**src/rtl/sand_pkg.sv**
```systemverilog
// rtl/sand_pkg.sv - shared types and constants for the sand engine blocks
// Purpose: particle encoding, HPS kernel register map, brush command record,
//          playfield geometry and the pixel-merge helper.
// Ports:   none (package).
package sand_pkg;

  typedef enum logic [1:0] {
    P_EMPTY = 2'd0,
    P_SAND  = 2'd1,
    P_WALL  = 2'd2,
    P_WATER = 2'd3
  } particle_t;

  localparam logic [2:0] KADDR_X      = 3'd0;
  localparam logic [2:0] KADDR_Y      = 3'd1;
  localparam logic [2:0] KADDR_COMMIT = 3'd2;

  localparam int ROW_WORDS   = 80;
  localparam int PX_PER_WORD = 8;

  typedef struct packed {
    logic [10:0] x;
    logic [9:0]  y;
    particle_t   ptype;
  } brush_cmd_t;

  // Replace the 2-bit field of pixel px (px 0 lives in bits [15:14]) with ptype.
  function automatic logic [15:0] merge_pixel(input logic [15:0] word,
                                              input logic [2:0]  px,
                                              input particle_t   ptype);
    logic [3:0] sh;
    sh = {~px, 1'b0};  // 2*(7-px) == 14-2*px
    merge_pixel = (word & ~(16'h0003 << sh)) | ({14'd0, ptype} << sh);
  endfunction

endpackage

```
**src/rtl/sand_cmd_fifo.sv**
```systemverilog
// rtl/sand_cmd_fifo.sv - synchronous FIFO of brush commands
// Purpose: small command queue between the HPS kernel port and the RMW engine.
// Ports:   clock, reset (async active-low)
//          push, push_data : enqueue request and record
//          pop, pop_data   : dequeue request, head record (valid when !empty)
//          full, empty     : occupancy flags
// A push while full is accepted when a pop happens in the same cycle.
module sand_cmd_fifo
  import sand_pkg::*;
#(
  parameter int DEPTH = 8
) (
  input  logic       clock,
  input  logic       reset,
  input  logic       push,
  input  brush_cmd_t push_data,
  input  logic       pop,
  output brush_cmd_t pop_data,
  output logic       full,
  output logic       empty
);

  localparam int AW = $clog2(DEPTH);

  brush_cmd_t       slots [DEPTH];
  logic [AW:0]      wr_ptr;
  logic [AW:0]      rd_ptr;
  logic             do_push;
  logic             do_pop;

  // Extra pointer MSB distinguishes full from empty when the indices match.
  assign empty   = (wr_ptr == rd_ptr);
  assign full    = (wr_ptr[AW] != rd_ptr[AW]) && (wr_ptr[AW-1:0] == rd_ptr[AW-1:0]);
  assign do_pop  = pop && !empty;
  assign do_push = push && (!full || do_pop);

  assign pop_data = slots[rd_ptr[AW-1:0]];

  always_ff @(posedge clock or negedge reset) begin
    if (!reset) begin
      wr_ptr <= '0;
      rd_ptr <= '0;
    end else begin
      if (do_push) wr_ptr <= wr_ptr + 1'b1;
      if (do_pop)  rd_ptr <= rd_ptr + 1'b1;
    end
  end

  always_ff @(posedge clock) begin
    if (do_push) slots[wr_ptr[AW-1:0]] <= push_data;
  end

endmodule

```
**src/rtl/sand_brush.sv**
```systemverilog
// rtl/sand_brush.sv - HPS brush commands to SDRAM read-modify-write of the playfield
// Purpose: stages x/y from the kernel port, queues commits, and performs one
//          RMW per command while the arbiter grants the SDRAM port.
// Ports:   clock, reset (async active-low)
//          kernel_chipselect/write/address/writedata : HPS register writes
//          mem_req/mem_grant                         : arbiter handshake
//          mem_address/read/write/writedata          : SDRAM master strobes
//          mem_waitrequest/readdatavalid/readdata    : SDRAM slave responses
//          busy       : queue non-empty or engine active
//          drop_count : saturating count of rejected commits
module sand_brush
  import sand_pkg::*;
#(
  parameter int          FIFO_DEPTH = 8,
  parameter int          SCREEN_W   = 640,
  parameter int          SCREEN_H   = 480,
  parameter int          ROW_WORDS  = sand_pkg::ROW_WORDS,
  parameter logic [23:0] BASE_ADDR  = 24'h0
) (
  input  logic        clock,
  input  logic        reset,
  input  logic        kernel_chipselect,
  input  logic        kernel_write,
  input  logic [2:0]  kernel_address,
  input  logic [15:0] kernel_writedata,
  output logic        mem_req,
  input  logic        mem_grant,
  output logic [23:0] mem_address,
  output logic        mem_read,
  output logic        mem_write,
  input  logic        mem_waitrequest,
  input  logic        mem_readdatavalid,
  input  logic [15:0] mem_readdata,
  output logic [15:0] mem_writedata,
  output logic        busy,
  output logic [7:0]  drop_count
);

  typedef enum logic [2:0] {
    S_IDLE,
    S_REQ,
    S_RD,
    S_RWAIT,
    S_WR,
    S_REL
  } state_t;

  state_t      state;
  state_t      state_nx;
  logic [10:0] stage_x;
  logic [9:0]  stage_y;
  logic [2:0]  work_px;
  particle_t   work_type;
  logic [23:0] addr_q;
  logic [15:0] wdata_q;
  logic [7:0]  drop_q;

  brush_cmd_t  fifo_head;
  brush_cmd_t  push_cmd;
  logic        fifo_full;
  logic        fifo_empty;
  logic        pop;
  logic        kernel_wr;
  logic        commit;
  logic        in_range;
  logic        accept;
  logic [23:0] addr_calc;
  logic        unused_ok;

  assign unused_ok = &{1'b0, kernel_writedata[15:11]};

  assign kernel_wr = kernel_chipselect && kernel_write;
  assign commit    = kernel_wr && (kernel_address == KADDR_COMMIT);
  assign in_range  = (stage_x < 11'(SCREEN_W)) && (stage_y < 10'(SCREEN_H));
  // A full queue still takes the commit if the engine pops in the same cycle.
  assign accept    = commit && in_range && (!fifo_full || pop);

  assign push_cmd = '{x: stage_x, y: stage_y, ptype: particle_t'(kernel_writedata[1:0])};

  assign addr_calc = BASE_ADDR + 24'(fifo_head.y) * 24'(ROW_WORDS) + 24'(fifo_head.x[10:3]);

  sand_cmd_fifo #(
    .DEPTH(FIFO_DEPTH)
  ) u_fifo (
    .clock    (clock),
    .reset    (reset),
    .push     (accept),
    .push_data(push_cmd),
    .pop      (pop),
    .pop_data (fifo_head),
    .full     (fifo_full),
    .empty    (fifo_empty)
  );

  always_ff @(posedge clock or negedge reset) begin
    if (!reset) begin
      state     <= S_IDLE;
      stage_x   <= '0;
      stage_y   <= '0;
      work_px   <= '0;
      work_type <= P_EMPTY;
      addr_q    <= '0;
      wdata_q   <= '0;
      drop_q    <= '0;
    end else begin
      state <= state_nx;
      if (kernel_wr && kernel_address == KADDR_X) stage_x <= kernel_writedata[10:0];
      if (kernel_wr && kernel_address == KADDR_Y) stage_y <= kernel_writedata[9:0];
      if (pop) begin
        work_px   <= fifo_head.x[2:0];
        work_type <= fifo_head.ptype;
        addr_q    <= addr_calc;
      end
      if (state == S_RWAIT && mem_grant && mem_readdatavalid)
        wdata_q <= merge_pixel(mem_readdata, work_px, work_type);
      if (commit && !accept && drop_q != 8'hFF) drop_q <= drop_q + 8'd1;
    end
  end

  // Strobes decode straight from the state register so a reset drops them
  // immediately and acceptance clears them on the following cycle.
  always_comb begin
    state_nx  = state;
    pop       = 1'b0;
    mem_req   = 1'b0;
    mem_read  = 1'b0;
    mem_write = 1'b0;
    case (state)
      S_IDLE: begin
        if (!fifo_empty) begin
          pop      = 1'b1;
          state_nx = S_REQ;
        end
      end
      S_REQ: begin
        mem_req = 1'b1;
        if (mem_grant) state_nx = S_RD;
      end
      S_RD: begin
        mem_req  = 1'b1;
        mem_read = 1'b1;
        if (!mem_grant)           state_nx = S_REQ;
        else if (!mem_waitrequest) state_nx = S_RWAIT;
      end
      S_RWAIT: begin
        mem_req = 1'b1;
        if (!mem_grant)             state_nx = S_REQ;
        else if (mem_readdatavalid) state_nx = S_WR;
      end
      S_WR: begin
        // The write is completed even if grant drops, so the word is never torn.
        mem_req   = 1'b1;
        mem_write = 1'b1;
        if (!mem_waitrequest) state_nx = S_REL;
      end
      S_REL: begin
        state_nx = S_IDLE;
      end
      default: state_nx = S_IDLE;
    endcase
  end

  assign mem_address   = addr_q;
  assign mem_writedata = wdata_q;
  assign drop_count    = drop_q;
  assign busy          = !fifo_empty || (state != S_IDLE);

endmodule

```
**config.mk**
```make
export PLATFORM = sky130hd
export DESIGN_NAME = sand_brush
export DESIGN_NICKNAME = d
export VERILOG_FILES = /design/src/rtl/sand_pkg.sv /design/src/rtl/sand_cmd_fifo.sv /design/src/rtl/sand_brush.sv
export SDC_FILE = /design/constraint.sdc
export NUM_CORES = 1
export LEC_CHECK = 0
export ABC_AREA = 1
export BUFFER_PORTS_ARGS = -buffer_cell sky130_fd_sc_hd__buf_4
export CAP_MARGIN = 20
export CELL_PAD_IN_SITES_DETAIL_PLACEMENT = 1
export CELL_PAD_IN_SITES_GLOBAL_PLACEMENT = 1
export CORE_ASPECT_RATIO = 1.25
export CORE_UTILIZATION = 24
export CTS_BUF_LIST = sky130_fd_sc_hd__clkbuf_4 sky130_fd_sc_hd__clkbuf_8
export CTS_CLUSTER_DIAMETER = 200
export DETAILED_ROUTE_END_ITERATION = 10
export PLACE_DENSITY_LB_ADDON = 0.2
export SETUP_SLACK_MARGIN = 0.2
export SYNTH_ARGS = -nofsm -noshare
export SYNTH_HDL_FRONTEND = slang
export SYNTH_SLANG_ARGS = --single-unit
```
**constraint.sdc**
```tcl
create_clock -name clock -period 7.97 [get_ports clock]
set_input_delay 0.797 -clock clock [delete_from_list [all_inputs] [get_ports clock]]
set_output_delay 0.797 -clock clock [all_outputs]
set_load 0.1 [all_outputs]
```
Word-level counts from Yosys, hierarchy flattened
Memory sizes are Yosys's and may differ from the RTL's.
Index checks and enable logic that the tools add are counted.
- bits in writable memories: 184
- memories kept: 1
- output and inout port bits: 52
- register bits: 85
- logic and storage cells: 79
- input port bits: 42
- $lt $le $gt $ge: 2
- reduce and logical (&&, ||, !) cells: 25
- shift operators: 2
- equality and inequality tests: 15
- mux-type cells: 15
- add/sub/neg operators: 4
- multipliers: 1
- bitwise operators: 4
- memories (memory ; words ; bits a word ; rd ports ; clocked after Yosys merged registers in ; write ports ; RTL line ; source):
    u_fifo.slots ; 8 ; 23 ; 1 ; 0 ; 1 ; sand_cmd_fifo.sv:25 ; brush_cmd_t slots [DEPTH];
- operator list (kind ; number):
    3-bit 2-to-1 mux ; 7
    17-bit by 8-bit adder with 18-bit output ; 1
    16-bit AND ; 1
    16-bit inverter ; 1
    16-bit OR ; 1
    2-bit by 4-bit left shift with 16-bit output ; 1
    2-bit by 4-bit left shift with 16-bit output, first input constant ; 1
    3-bit one-hot mux with 5 select lines ; 1
    1-bit logical AND ; 14
    10-bit by 3-bit multiplier with 13-bit output, second input constant ; 1
    11-bit by 10-bit less-than comparator with 1-bit output, second input constant ; 1
    10-bit by 9-bit less-than comparator with 1-bit output, second input constant ; 1
    3-bit by 2-bit == test with 1-bit output, second input constant ; 3
    4-bit by 1-bit adder with 4-bit output, second input constant ; 2
    8-bit by 1-bit adder with 8-bit output, second input constant ; 1
    8-bit != test, second input constant ; 1
    1-bit 2-to-1 mux ; 7
    3-bit by 1-bit == test with 1-bit output, second input constant ; 2
    3-bit logical NOT ; 2
    2-bit != test, second input constant ; 3
    3-bit != test, second input constant ; 2
    5-bit AND reduction ; 1
    4-bit == test ; 1
    4-bit OR reduction ; 1
    other kinds (7) ; 11

Longest topological paths before layout
- depth in word-level cells: 8
- mapped depth: 22
- depth with buffers taken out: 20

Hierarchy
Synthesis repeated with hierarchy kept, for this count alone.
- cells, all modules: 1109
- area total of the unflattened synthesis: 11787.6 µm²
- modules (own cells, without submodules) (module ; cells each ; instances ; seq. area each (µm²) ; area each (µm²)):
    sand_cmd_fifo ; 600 ; 1 ; 5725.5 ; 7642.3
    sand_brush ; 509 ; 1 ; 1776.7 ; 4145.2

Worst setup path before layout
Ideal clock, no wire load.
- path type: flip-flop to flip-flop
- start: reg u_fifo.rd_ptr[0]
- end: reg addr_q[15], in the netlist mem_address[15]
- setup slack: 4.666 ns
- data required time: 7.850 ns
- period minus slack after synthesis: 3.304 ns
- arrival: 3.184 ns
- cell stages (with the launch flop): 21
- library setup time: 0.120 ns
- buffers on the path: 3
- cell sequence: dfrtp_1 > inv_2 > buf_2 > buf_2 > clkbuf_1 > o21ai_0 > a31oi_1 > ha_1 > ha_1 > fa_1 > nand2_1 > inv_1 > nand2_1 > nand2_1 > nor2_1 > nor2_1 > nand3_1 > nor2_1 > nand3_1 > nand3_1 > nand2_1
- longest elaborated chain between the ends: 3
- ends and longest elaborated chain (what ; RTL line ; source):
    start, declared ; sand_cmd_fifo.sv:27 ; logic [AW:0] rd_ptr;
    start signal, assigned ; sand_cmd_fifo.sv:45 ; if (do_pop) rd_ptr <= rd_ptr + 1'b1;
    memory 8 x 23 bit / 4-bit == test (equally long branches) ; - ;
    10-bit by 3-bit multiplier with 13-bit output / 1-bit 2-to-1 mux (equally long branches) ; sand_brush.sv:80, sand_brush.sv:130 ;
    17-bit by 8-bit adder with 18-bit output / 1-bit 2-to-1 mux (equally long branches) ; sand_brush.sv:80, sand_brush.sv:128 ;
    end signal, assigned ; sand_brush.sv:112 ; addr_q <= addr_calc;
    end, declared ; sand_brush.sv:54 ; logic [23:0] addr_q;
Several ways; a longest one is shown, not always the timed one.
A chain may end at the register's enable or synchronous reset.

Final worst setup path
Ends and elaborated chain as after synthesis.

==> results by group <==
Setup path
  • CP Depth: 19
  • CP top delay family: adder cells
  • R2r endpoint: mem_address[15]
  • Critical path launch point: u_fifo.rd_ptr[0]
  • Crit. End Element: flop
  • Crit Path Class: reg -> reg
  • Crit path required time: 8420 ps
  • Setup crit start kind: flop
  • WP buf/inv: 2
  • Worst-path fanout max: 64
  • Critical-path cell with the highest stage delay: dfrtp_2
  • Reg2reg start: u_fifo.rd_ptr[0]
  • Worst R2R Path Depth: 19
  • R2r setup slk: 3270 ps
  • Slowest Stage Delay on Critical Path: 760 ps
  • Critical path capture point: mem_address[15]
  • CP cell instances: buf_4, o21ai_0, o22ai_1, nor2_1, a31oi_1, ha_1, ha_1, fa_1, nand2_1, inv_1, nand2_1, nand2_1, nor2_1, nor2_1, nand3_1, nor2_1, nand3_1, nand3_1, nand2_1
  • CP Data Arrival Time: 5150 ps

Detailed routing
  • Initial DRC count: 217
  • Routed WL per cell: 16.8 um
  • Remaining DRCs: 0
  • Routed WL: 31,300 um
  • Post-DRT Antenna Nets: 0
  • Detailed-route via count: 8,129
  • Drt pass-1 iters: 4
  • Vias per inst: 4.36

GRT
  • Largest net degree at the start of global routing: 65
  • First-pass GRT wire length: 48,500 um
  • Vias in the first global route: 8,504
  • Total gr overflow: 0
  • Number of antenna violations at the first check in global routing: 0
  • GR Util All Layers: 13.0%

Synthesis
  • Synthesized cell area: 11,500 sq um
  • Synth area leader: edfxtp_1
  • Synth top area cells: edfxtp_1 48%, dfrtp_1 17%, nand2_1 6.6%
  • Sequential area share after synthesis: 65.0%
  • Avg Inst Size Synth: 10.6 sq um
  • Synth Warn #: 0
  • Synth cell types: 35
  • Synth top area share: 47.9%
  • Yosys reg bits: 263
  • Post-Synthesis Cells: 1,087

Clock network
  • CTS Buf Count: 46
  • CTS clk-pin slew, worst paths: 70 ps
  • CTS tree: built
  • Clock Latency Late Sink: 580 ps
  • Post-cts resize count: 0
  • Max Buffers Root-to-Sink: 3
  • Setup Buffers After CTS: 0
  • H-tree Lvls: 2
  • Sink Count: 263
  • Hold_buf cts: 0
  • Root Buffer Master: clkbuf_8

Floorplan
  • Core Region: 47,300 sq um
  • I/O Pins: 94
  • Chip width: 198 um
  • Area of the die: 49,000 sq um
  • Die Ht: 247 um
  • Initial Util: 24.4%
  • Std-Cell Rows: 89

Timing
  • Clock skew: 29.6 ps
  • Setup TNS: 0 ps
  • Final Hold Fails: 0
  • Final Max Tran Viols: 0
  • RSZ-0062 raised after global routing: false
  • Worst-Margin Slew: 994 ps
  • Final min period: 4700 ps
  • Final period util: 59.0%
  • Max_slew headroom: 33.6%
  • Final setup violation count: 0
  • Highest clock rate: 0.213 GHz

Placed design
  • Placed cells: 1,777
  • HPWL Detailed: 19,400 um
  • Port bufs: 82
  • Routability cong.: 0.724

Final layout
  • Post-Layout Cell Count: 1,864
  • NumNets Final: 1,255
  • Area growth syn-to-layout: 19.9%
  • Share of layout cells above drive strength 1: 17.5%

Flow run
  • Max-Cap Viols: 0

Hold path
  • Hold WC Path Type: in -> async

Status
  • Status: finished clean
## worst min path at each step
stage / end / slack (ps) / depth (start not counted)
3_5_place_dp: mem_address[12] / 470 / 2
5_1_grt: mem_writedata[2] / 130 / 1
4_1_cts: mem_writedata[2] / 110 / 1
3_3_place_gp: mem_address[12] / 470 / 2
6_report: mem_writedata[2] / 150 / 1
2_1_floorplan: u_fifo.rd_ptr[3] / 460 / 1
## final cells by class
class	count	area (sq um)
flip-flops and latches	263	7500
inverters	76	285
well taps	637	797
clock inverters	12	68.8
multi-input cells	701	3540
diodes	1	2.50
repair buffers	100	751
fillers	5372	33500
clock buffers	74	881
## Yosys cell counts (all sizes together)
cell / n
o21bai: 2
xor2: 10
nand3: 41
nand4: 7
a22oi: 1
inv: 76
fa: 2
edfxtp: 184
buf: 22
ha: 23
or2: 1
nand2: 205
nor2: 169
o22ai: 33
dfrtp: 79
nand3b: 1
clkbuf: 30
nor4: 1
xnor2: 6
o21ai: 144
a31oi: 22
nor3: 2
conb: 1
a21oi: 6
o31ai: 2
mux2: 17
## cell families after synthesis
group / count (synthesis) / share of synthesized area [%]
simple gates: 427 / 14.7
compound gates: 210 / 9.88
flops: 263 / 65.0
buf+inv: 128 / 4.60
fa+ha+maj: 25 / 2.84
xor+xnor: 16 / 1.21
mux: 17 / 1.66
other cells: 1 / 0.0325
## cells in the final DEF (no fill, tap or decap), types with 3 or more instances in the layout
| cell | instances |
|---|---|
| a21oi_1 | 6 |
| a31oi_1 | 22 |
| buf_4 | 100 |
| clkbuf_4 | 22 |
| clkbuf_8 | 52 |
| clkinv_1 | 7 |
| clkinv_2 | 3 |
| conb_1 | 6 |
| dfrtp_1 | 78 |
| edfxtp_1 | 184 |
| ha_1 | 23 |
| inv_1 | 74 |
| mux2_2 | 17 |
| nand2_1 | 203 |
| nand3_1 | 41 |
| nand4_1 | 7 |
| nor2_1 | 158 |
| nor2_2 | 11 |
| o21ai_0 | 141 |
| o22ai_1 | 33 |
| xnor2_1 | 6 |
| xor2_1 | 10 |
## routing by layer
layer | GRT usage, % | wire length, um | share of wire [%] | vias to the layer above
met3 | 2.05 | 914 | 2.9 | 45
met1 | 16.3 | 14500 | 46 | 4018
met2 | 23.0 | 15300 | 49 | 117
met5 | 0 | 0 | 0 | -
li1 | - | - | - | 3949
met4 | 3.94 | 564 | 1.8 | 0
## state kept, by name (all words and copies together) (netlist names)
register       flops
u_fifo.slots     184
work_px            3
mem_writedata     16
u_fifo.wr_ptr      4
mem_address       18
work_type          2
state              3
drop_count         8
stage_x           11
u_fifo.rd_ptr      4
stage_y           10
## metrics by stage
| step | hold slack, ps | cell area [sq um] | util (%) | setup WS (ps) |
|---|---|---|---|---|
| after floorplan | 464 | 11600 | - | 4670 |
| after global placement | 470 | 12900 | 27.2 | 3190 |
| after detailed placement | 472 | 12900 | 27.2 | 3160 |
| after CTS | 113 | 13800 | 29.2 | 3140 |
| after global routing | 131 | 13800 | 29.2 | 2870 |
| final | 149 | 13800 | 29.2 | 3270 |
Power is not shown: default switching activity piles up to over one toggle a cycle in this logic, so the estimate is an artifact.
